## src/rtl/apb_gpio_ng.sv

```systemverilog
// apb_gpio_ng: APB GPIO controller for up to 32 pads. Per-pin direction,
// output, pad-mux function and interrupt configuration, atomic output
// set/clear, sticky W1C interrupt status and a prescaled glitch filter.
module apb_gpio_ng #(
  parameter int unsigned APB_ADDR_WIDTH = 12,
  parameter int unsigned NUM_GPIO       = 32,
  parameter int unsigned FILT_W         = 4
) (
  input  logic                      HCLK,
  input  logic                      HRESET,
  input  logic [APB_ADDR_WIDTH-1:0] PADDR,
  input  logic [31:0]               PWDATA,
  input  logic                      PWRITE,
  input  logic                      PSEL,
  input  logic                      PENABLE,
  output logic [31:0]               PRDATA,
  output logic                      PREADY,
  output logic                      PSLVERR,
  input  logic [NUM_GPIO-1:0]       gpio_in,
  output logic [NUM_GPIO-1:0]       gpio_out,
  output logic [NUM_GPIO-1:0]       gpio_dir,
  output logic [2*NUM_GPIO-1:0]     gpio_mux,
  output logic                      interrupt
);

  // Register offsets as decoded from PADDR[5:2]
  typedef enum logic [3:0] {
    OFF_PADDIR    = 4'h0,
    OFF_PADIN     = 4'h1,
    OFF_PADOUT    = 4'h2,
    OFF_PADOUTSET = 4'h3,
    OFF_PADOUTCLR = 4'h4,
    OFF_INTEN     = 4'h5,
    OFF_INTTYPE0  = 4'h6,
    OFF_INTTYPE1  = 4'h7,
    OFF_INTSTATUS = 4'h8,
    OFF_FILTEN    = 4'h9,
    OFF_FILTCFG   = 4'hA,
    OFF_PADFUN0   = 4'hB,
    OFF_PADFUN1   = 4'hC
  } reg_off_e;

  // Configuration registers
  logic [NUM_GPIO-1:0] r_dir;
  logic [NUM_GPIO-1:0] r_out;
  logic [NUM_GPIO-1:0] r_inten;
  logic [NUM_GPIO-1:0] r_type0;
  logic [NUM_GPIO-1:0] r_type1;
  logic [NUM_GPIO-1:0] r_status;
  logic [NUM_GPIO-1:0] r_filten;
  logic [15:0]         r_pre;
  logic [FILT_W-1:0]   r_thr;
  logic [31:0]         r_fun0;
  logic [31:0]         r_fun1;

  // Input path and filter state
  logic [NUM_GPIO-1:0] r_sync0;
  logic [NUM_GPIO-1:0] r_sync1;
  logic [NUM_GPIO-1:0] r_f;
  logic [NUM_GPIO-1:0] r_fd;
  logic [15:0]         r_presc;
  logic [FILT_W-1:0]   r_cnt [NUM_GPIO];

  // Decode and helpers
  logic [3:0]          w_off;
  logic                w_wr;
  logic                w_valid;
  logic [NUM_GPIO-1:0] w_wdata;
  logic [NUM_GPIO-1:0] w_w1c;
  logic [NUM_GPIO-1:0] w_cond;
  logic [63:0]         w_fun_mask;
  logic [63:0]         w_fun_all;
  logic                w_cfg_wr;
  logic                w_tick;
  logic [FILT_W-1:0]   w_thr_eff;
  logic [NUM_GPIO-1:0] w_cnt_hit;
  logic                w_unused_ok;

  assign w_off       = PADDR[5:2];
  assign w_wr        = PSEL & PENABLE & PWRITE;
  assign w_wdata     = PWDATA[NUM_GPIO-1:0];
  assign w_cfg_wr    = w_wr && (w_off == OFF_FILTCFG);
  assign w_w1c       = (w_wr && (w_off == OFF_INTSTATUS)) ? w_wdata : '0;
  assign w_tick      = (r_presc == r_pre);
  assign w_thr_eff   = (r_thr == '0) ? FILT_W'(1) : r_thr;
  assign w_unused_ok = ^{PADDR[APB_ADDR_WIDTH-1:6], PADDR[1:0]};

  assign PREADY    = 1'b1;
  assign gpio_out  = r_out;
  assign gpio_dir  = r_dir;
  assign w_fun_all = {r_fun1, r_fun0};
  assign gpio_mux  = w_fun_all[2*NUM_GPIO-1:0];
  assign interrupt = |(r_status & r_inten);

  // Per-pin interrupt condition from the filtered value and its delayed copy
  assign w_cond = (~r_type1 & ~r_type0 &  r_f)
                | (~r_type1 &  r_type0 & ~r_f)
                | ( r_type1 & ~r_type0 &  r_f & ~r_fd)
                | ( r_type1 &  r_type0 & ~r_f &  r_fd);

  // Mask of implemented pad-function bits (2 per existing pin)
  always_comb begin
    w_fun_mask = '0;
    for (int unsigned i = 0; i < NUM_GPIO; i++) begin
      w_fun_mask[2*i +: 2] = 2'b11;
    end
  end

  // Per-pin: does the next tick bring the mismatch counter up to threshold
  always_comb begin
    w_cnt_hit = '0;
    for (int unsigned i = 0; i < NUM_GPIO; i++) begin
      w_cnt_hit[i] = (({1'b0, r_cnt[i]} + (FILT_W+1)'(1)) >= {1'b0, w_thr_eff});
    end
  end

  // Combinational read mux and undefined-offset detection
  always_comb begin
    PRDATA  = '0;
    w_valid = 1'b1;
    case (w_off)
      OFF_PADDIR:    PRDATA = 32'(r_dir);
      OFF_PADIN:     PRDATA = 32'(r_f);
      OFF_PADOUT:    PRDATA = 32'(r_out);
      OFF_PADOUTSET: PRDATA = '0;
      OFF_PADOUTCLR: PRDATA = '0;
      OFF_INTEN:     PRDATA = 32'(r_inten);
      OFF_INTTYPE0:  PRDATA = 32'(r_type0);
      OFF_INTTYPE1:  PRDATA = 32'(r_type1);
      OFF_INTSTATUS: PRDATA = 32'(r_status);
      OFF_FILTEN:    PRDATA = 32'(r_filten);
      OFF_FILTCFG:   PRDATA = 32'({r_thr, r_pre});
      OFF_PADFUN0:   PRDATA = r_fun0;
      OFF_PADFUN1:   PRDATA = r_fun1;
      default:       w_valid = 1'b0;
    endcase
  end

  assign PSLVERR = PSEL & PENABLE & ~w_valid;

  // APB register writes, including atomic set/clear on PADOUT
  always_ff @(posedge HCLK) begin
    if (HRESET) begin
      r_dir    <= '0;
      r_out    <= '0;
      r_inten  <= '0;
      r_type0  <= '0;
      r_type1  <= '0;
      r_filten <= '0;
      r_pre    <= '0;
      r_thr    <= '0;
      r_fun0   <= '0;
      r_fun1   <= '0;
    end else if (w_wr) begin
      case (w_off)
        OFF_PADDIR:    r_dir    <= w_wdata;
        OFF_PADOUT:    r_out    <= w_wdata;
        OFF_PADOUTSET: r_out    <= r_out | w_wdata;
        OFF_PADOUTCLR: r_out    <= r_out & ~w_wdata;
        OFF_INTEN:     r_inten  <= w_wdata;
        OFF_INTTYPE0:  r_type0  <= w_wdata;
        OFF_INTTYPE1:  r_type1  <= w_wdata;
        OFF_FILTEN:    r_filten <= w_wdata;
        OFF_FILTCFG: begin
          r_pre <= PWDATA[15:0];
          r_thr <= PWDATA[16 +: FILT_W];
        end
        OFF_PADFUN0:   r_fun0   <= PWDATA & w_fun_mask[31:0];
        OFF_PADFUN1:   r_fun1   <= PWDATA & w_fun_mask[63:32];
        default: ;
      endcase
    end
  end

  // Sticky interrupt status: W1C is applied first so a same-cycle set wins
  always_ff @(posedge HCLK) begin
    if (HRESET) begin
      r_status <= '0;
    end else begin
      r_status <= (r_status & ~w_w1c) | w_cond;
    end
  end

  // Shared filter prescaler: counts 0..PRE, ticks at PRE; restarts on FILTCFG write
  always_ff @(posedge HCLK) begin
    if (HRESET) begin
      r_presc <= '0;
    end else if (w_cfg_wr || w_tick) begin
      r_presc <= '0;
    end else begin
      r_presc <= r_presc + 16'd1;
    end
  end

  // Two-stage synchroniser, per-pin glitch filter and delayed filtered value
  always_ff @(posedge HCLK) begin
    if (HRESET) begin
      r_sync0 <= '0;
      r_sync1 <= '0;
      r_f     <= '0;
      r_fd    <= '0;
      for (int unsigned i = 0; i < NUM_GPIO; i++) begin
        r_cnt[i] <= '0;
      end
    end else begin
      r_sync0 <= gpio_in;
      r_sync1 <= r_sync0;
      r_fd    <= r_f;
      for (int unsigned i = 0; i < NUM_GPIO; i++) begin
        if (!r_filten[i]) begin
          r_f[i]   <= r_sync1[i];
          r_cnt[i] <= '0;
        end else if (w_cfg_wr || (r_sync1[i] == r_f[i])) begin
          r_cnt[i] <= '0;
        end else if (w_tick) begin
          if (w_cnt_hit[i]) begin
            r_f[i]   <= r_sync1[i];
            r_cnt[i] <= '0;
          end else begin
            r_cnt[i] <= r_cnt[i] + FILT_W'(1);
          end
        end
      end
    end
  end

endmodule

```

## config.mk

```make
export PLATFORM = sky130hd
export DESIGN_NAME = apb_gpio_ng
export DESIGN_NICKNAME = d
export VERILOG_FILES = /design/src/rtl/apb_gpio_ng.sv
export SDC_FILE = /design/constraint.sdc
export NUM_CORES = 1
export LEC_CHECK = 0
export CAP_MARGIN = 20
export CORE_AREA = 2 2 308 310
export DETAILED_ROUTE_END_ITERATION = 8
export DIE_AREA = 0 0 310 312
export DONT_BUFFER_PORTS = 1
export PLACE_DENSITY = 0.41
export SYNTH_ARGS = -nofsm -noshare
export SYNTH_HDL_FRONTEND = slang
export SYNTH_SLANG_ARGS = --single-unit
```

## constraint.sdc

```tcl
create_clock -name HCLK -period 4.6 [get_ports HCLK]
set_input_delay 1.15 -clock HCLK [delete_from_list [all_inputs] [get_ports HCLK]]
set_output_delay 1.15 -clock HCLK [all_outputs]
set_load 0.05 [all_outputs]
```

==> impl_metrics.json <==
{
  "status": "finished with violations",
  "violations": "slew limit",
  "cts_tree": "built",
  "avgSynthCellArea_um2": 8.81,
  "peakVddDrop_mv": 0.244,
  "clock-sinks": 580,
  "reg2reg_slack_ns": 1.66,
  "synth_edf_count": 128,
  "htree_levels": 3,
  "cts_buffer_depth": 3,
  "power.density_mw_per_mm2": 358,
  "die_w_um": 310,
  "hold_viol": 0,
  "grt_setup_unrepaired": "false",
  "core_mm2": 0.0930,
  "synth.distinct_cells": 52,
  "hpwl_um": 73600,
  "maxCapViolations": 0,
  "finalCriticalPeriod_ns": 4.16,
  "yosysTopAreaCell": "dfxtp_1",
  "cts_setup_buffers": 0,
  "cts_buffers": 70,
  "yosysMostFrequentCell": "nand2_1",
  "drc": 0,
  "post-place-ws_ns": 0.464,
  "p_leak_nw": 11.5,
  "cpPeakStageDelay_ns": 0.34,
  "first_pass_iters": 6,
  "ctsHoldBuffers": 0,
  "ys_top_cells_by_count": "641 x nand2_1, 452 x dfxtp_1, 316 x a21oi_1",
  "ys_warn_count": 0,
  "critPathKind": "input port to primary output",
  "cts_resized": 0,
  "startpoint": "PADDR[4]",
  "initial_core_util_pct": 29.9,
  "vias_per_cell": 5.35,
  "synth_seq_area_share_pct": 46.3,
  "netlist_instances": 3162,
  "use_met1_pct": 31.3,
  "final_nets": 3356,
  "cp.depth": 7,
  "worstPathBufferInverterCount": 2,
  "first_iter_violations": 2193,
  "crit_slowest_cell": "and3_2",
  "holdWs_ns": 0.439,
  "drive_above_1_share_pct": 8.40,
  "reg2reg_to": "r_cnt[0][42]$_SDFFCE_PN0P_",
  "async_flop_share_pct": 0,
  "clkTransAtPathRegs_ns": 0.06,
  "portBuffers": 0,
  "rr_worst_depth": 9,
  "met2_usage_pct": 32.5,
  "grt_use_total_pct": 22.2,
  "routed_wirelength_um": 110000,
  "synth_top_area_share_pct": 32.5,
  "dr_total_vias": 23600,
  "grt.met3_usage_pct": 6.18,
  "tightest_slew_ns": 1.61,
  "relSlewSlack_pct": -7.45,
  "grt_max_degree": 439,
  "crit_required_ns": 3.45,
  "ios": 244,
  "route.antenna.remaining_nets": 0,
  "synth-main-ff-cell": "dfxtp_1",
  "grt_pass1_wl_um": 158000,
  "slew_viol_final": 202,
  "rows": 112,
  "cp_cell_sequence": "nor2b_1 -> and3_2 -> buf_12 -> a22o_1 -> a221oi_1 -> nand4_1 -> buf_4",
  "gr-total-overflow": 0,
  "endpoint": "PRDATA[21]",
  "power.total_mw": 11.4,
  "startpoint_type": "input port",
  "area_growth_pct": 14.5,
  "synth_area_leaders": "dfxtp_1 32%, edfxtp_1 14%, nand2_1 8.6%",
  "gp_routability_congestion": 0.850,
  "crit_path_end_kind": "primary output",
  "synthesis.nets": 3404,
  "top_usage_layer": "met2",
  "path_max_fanout": 15,
  "cp_data_arrival_time_ns": 3.01,
  "fin_ws_ns": 0.443,
  "r2r-start": "r_thr[3]$_SDFFE_PP0P_",
  "ys_ff_latch": 580,
  "crit_family": "simple AND/OR/NAND/NOR gates",
  "grt_pass1_vias": 22600,
  "fmax_mhz": 241,
  "dieArea_mm2": 0.0967,
  "stdcell_area_mm2": 0.0319,
  "wl_per_cell_um": 24.8,
  "min_path_type": "flop to flop",
  "period_share_pct": 90.4,
  "fin_worst_skew_ns": 0.0204,
  "finalSetupViolations": 0,
  "insertion_delay_ns": 0.62,
  "synth_area_mm2": 0.0279,
  "die_h_um": 312,
  "placedInstanceArea_mm2": 0.0295,
  "antenna_found_initial": 3,
  "cts-root-buf": "clkbuf_16",
  "finalSetupTns_ns": 0
}
-- layer usage --
metal  share of wire (%)  wire, um  vias up
met3                 8.9      9720      158
li1                    -         -    10900
met5                   0         0        -
met2                  42     46500      921
met4                 2.8      3060        0
met1                  46     50400    11600
-- sequential cells by signal, indices dropped and copies added (netlist names) --
register / count
r_filten: 32
r_inten: 32
r_f: 32
r_status: 32
r_type0: 32
r_cnt: 128
r_pre: 16
gpio_out: 32
r_fun1: 32
gpio_dir: 32
r_fun0: 32
r_presc: 16
r_fd: 32
r_sync1: 32
r_type1: 32
r_sync0: 32
r_thr: 4
-- worst min path at each step --
stage | from | to | cells after the start
CTS | r_sync0[3]$_SDFF_PP0_ | r_sync1[3]$_SDFF_PP0_ | 1
global route | r_sync0[23]$_SDFF_PP0_ | r_sync1[23]$_SDFF_PP0_ | 1
floorplan | r_sync0[0]$_SDFF_PP0_ | r_sync1[0]$_SDFF_PP0_ | 1
global placement | r_sync0[17]$_SDFF_PP0_ | r_sync1[17]$_SDFF_PP0_ | 1
detailed placement | r_sync0[11]$_SDFF_PP0_ | r_sync1[11]$_SDFF_PP0_ | 1
finish | r_sync0[20]$_SDFF_PP0_ | r_sync1[20]$_SDFF_PP0_ | 1
-- layout by cell type, fill, tap and decap left out, drive strengths merged, types with 2 or more instances in the layout --
cell type and instances:
a22o 42, nor4 6, nor2 175, o21ai 94, inv 96, a221oi 67
ha 161, and2 11, nor2b 193, a211oi 32, clkinv 6, xor2 93
a22oi 72, clkbuf 111, bufinv 3, or3 11, dfxtp 452, a222oi 20
xnor2 47, and4 3, or3b 3, o31ai 4, nand2b 46, nand2 641
a31oi 60, nor4bb 2, edfxtp 128, o21a 4, mux2 32, nor4b 3
a21oi 317, and3 18, nand4 21, nand3 78, buf 89, or4 18
-- stage by stage --
step,utilization [%],cells
3_5_place_dp,31.7,4296
2_1_floorplan,-,3162
3_3_place_gp,31.7,4296
6_report,34.3,4422
5_1_grt,34.3,4422
4_1_cts,34.3,4421
-- layout make-up --
| type | instances | area, um^2 |
|---|---|---|
| diodes | 1 | 2.50 |
| clock buffers | 111 | 2190 |
| clock inverters | 14 | 175 |
| fillers | 9555 | 61200 |
| inverters | 91 | 342 |
| multi-input cells | 2282 | 13900 |
| flip-flops and latches | 580 | 12900 |
| well taps | 1254 | 1570 |
| repair buffers | 89 | 818 |
-- power by group --
group	switching [mW]	internal (mW)	leakage [nW]	total [mW]
clock network	2.31	3.44	1.16	5.75
registers	0.0906	5.24	5.24	5.33
logic	0.216	0.108	5.12	0.324
total	2.61	8.79	11.5	11.4
-- cell families (layout without fill, tap and decap cells) --
| logic type | count (synthesis) | after routing | share of synthesized area [%] |
|---|---|---|---|
| simple gates | 1234 | 1234 | 20.6 |
| compound gates | 714 | 714 | 16.0 |
| flops | 580 | 580 | 46.3 |
| buf+inv | 300 | 305 | 4.18 |
| fa+ha+maj | 161 | 161 | 7.23 |
| xor+xnor | 140 | 140 | 4.40 |
| mux | 32 | 32 | 1.29 |
| other cells | 1 | 2 | 0.0135 |
-- worst register-to-register path: cells and delay by family, from the launching register on --
kind	cells	cell delay [ns]
AO/OA/AOI/OAI	3	0.89
AND/OR/NAND/NOR	3	0.75
buffers and inverters	2	0.48
flip-flops	1	0.37
adder cells (fa/ha/maj)	1	0.30
Power figures use the tool's default switching activity.
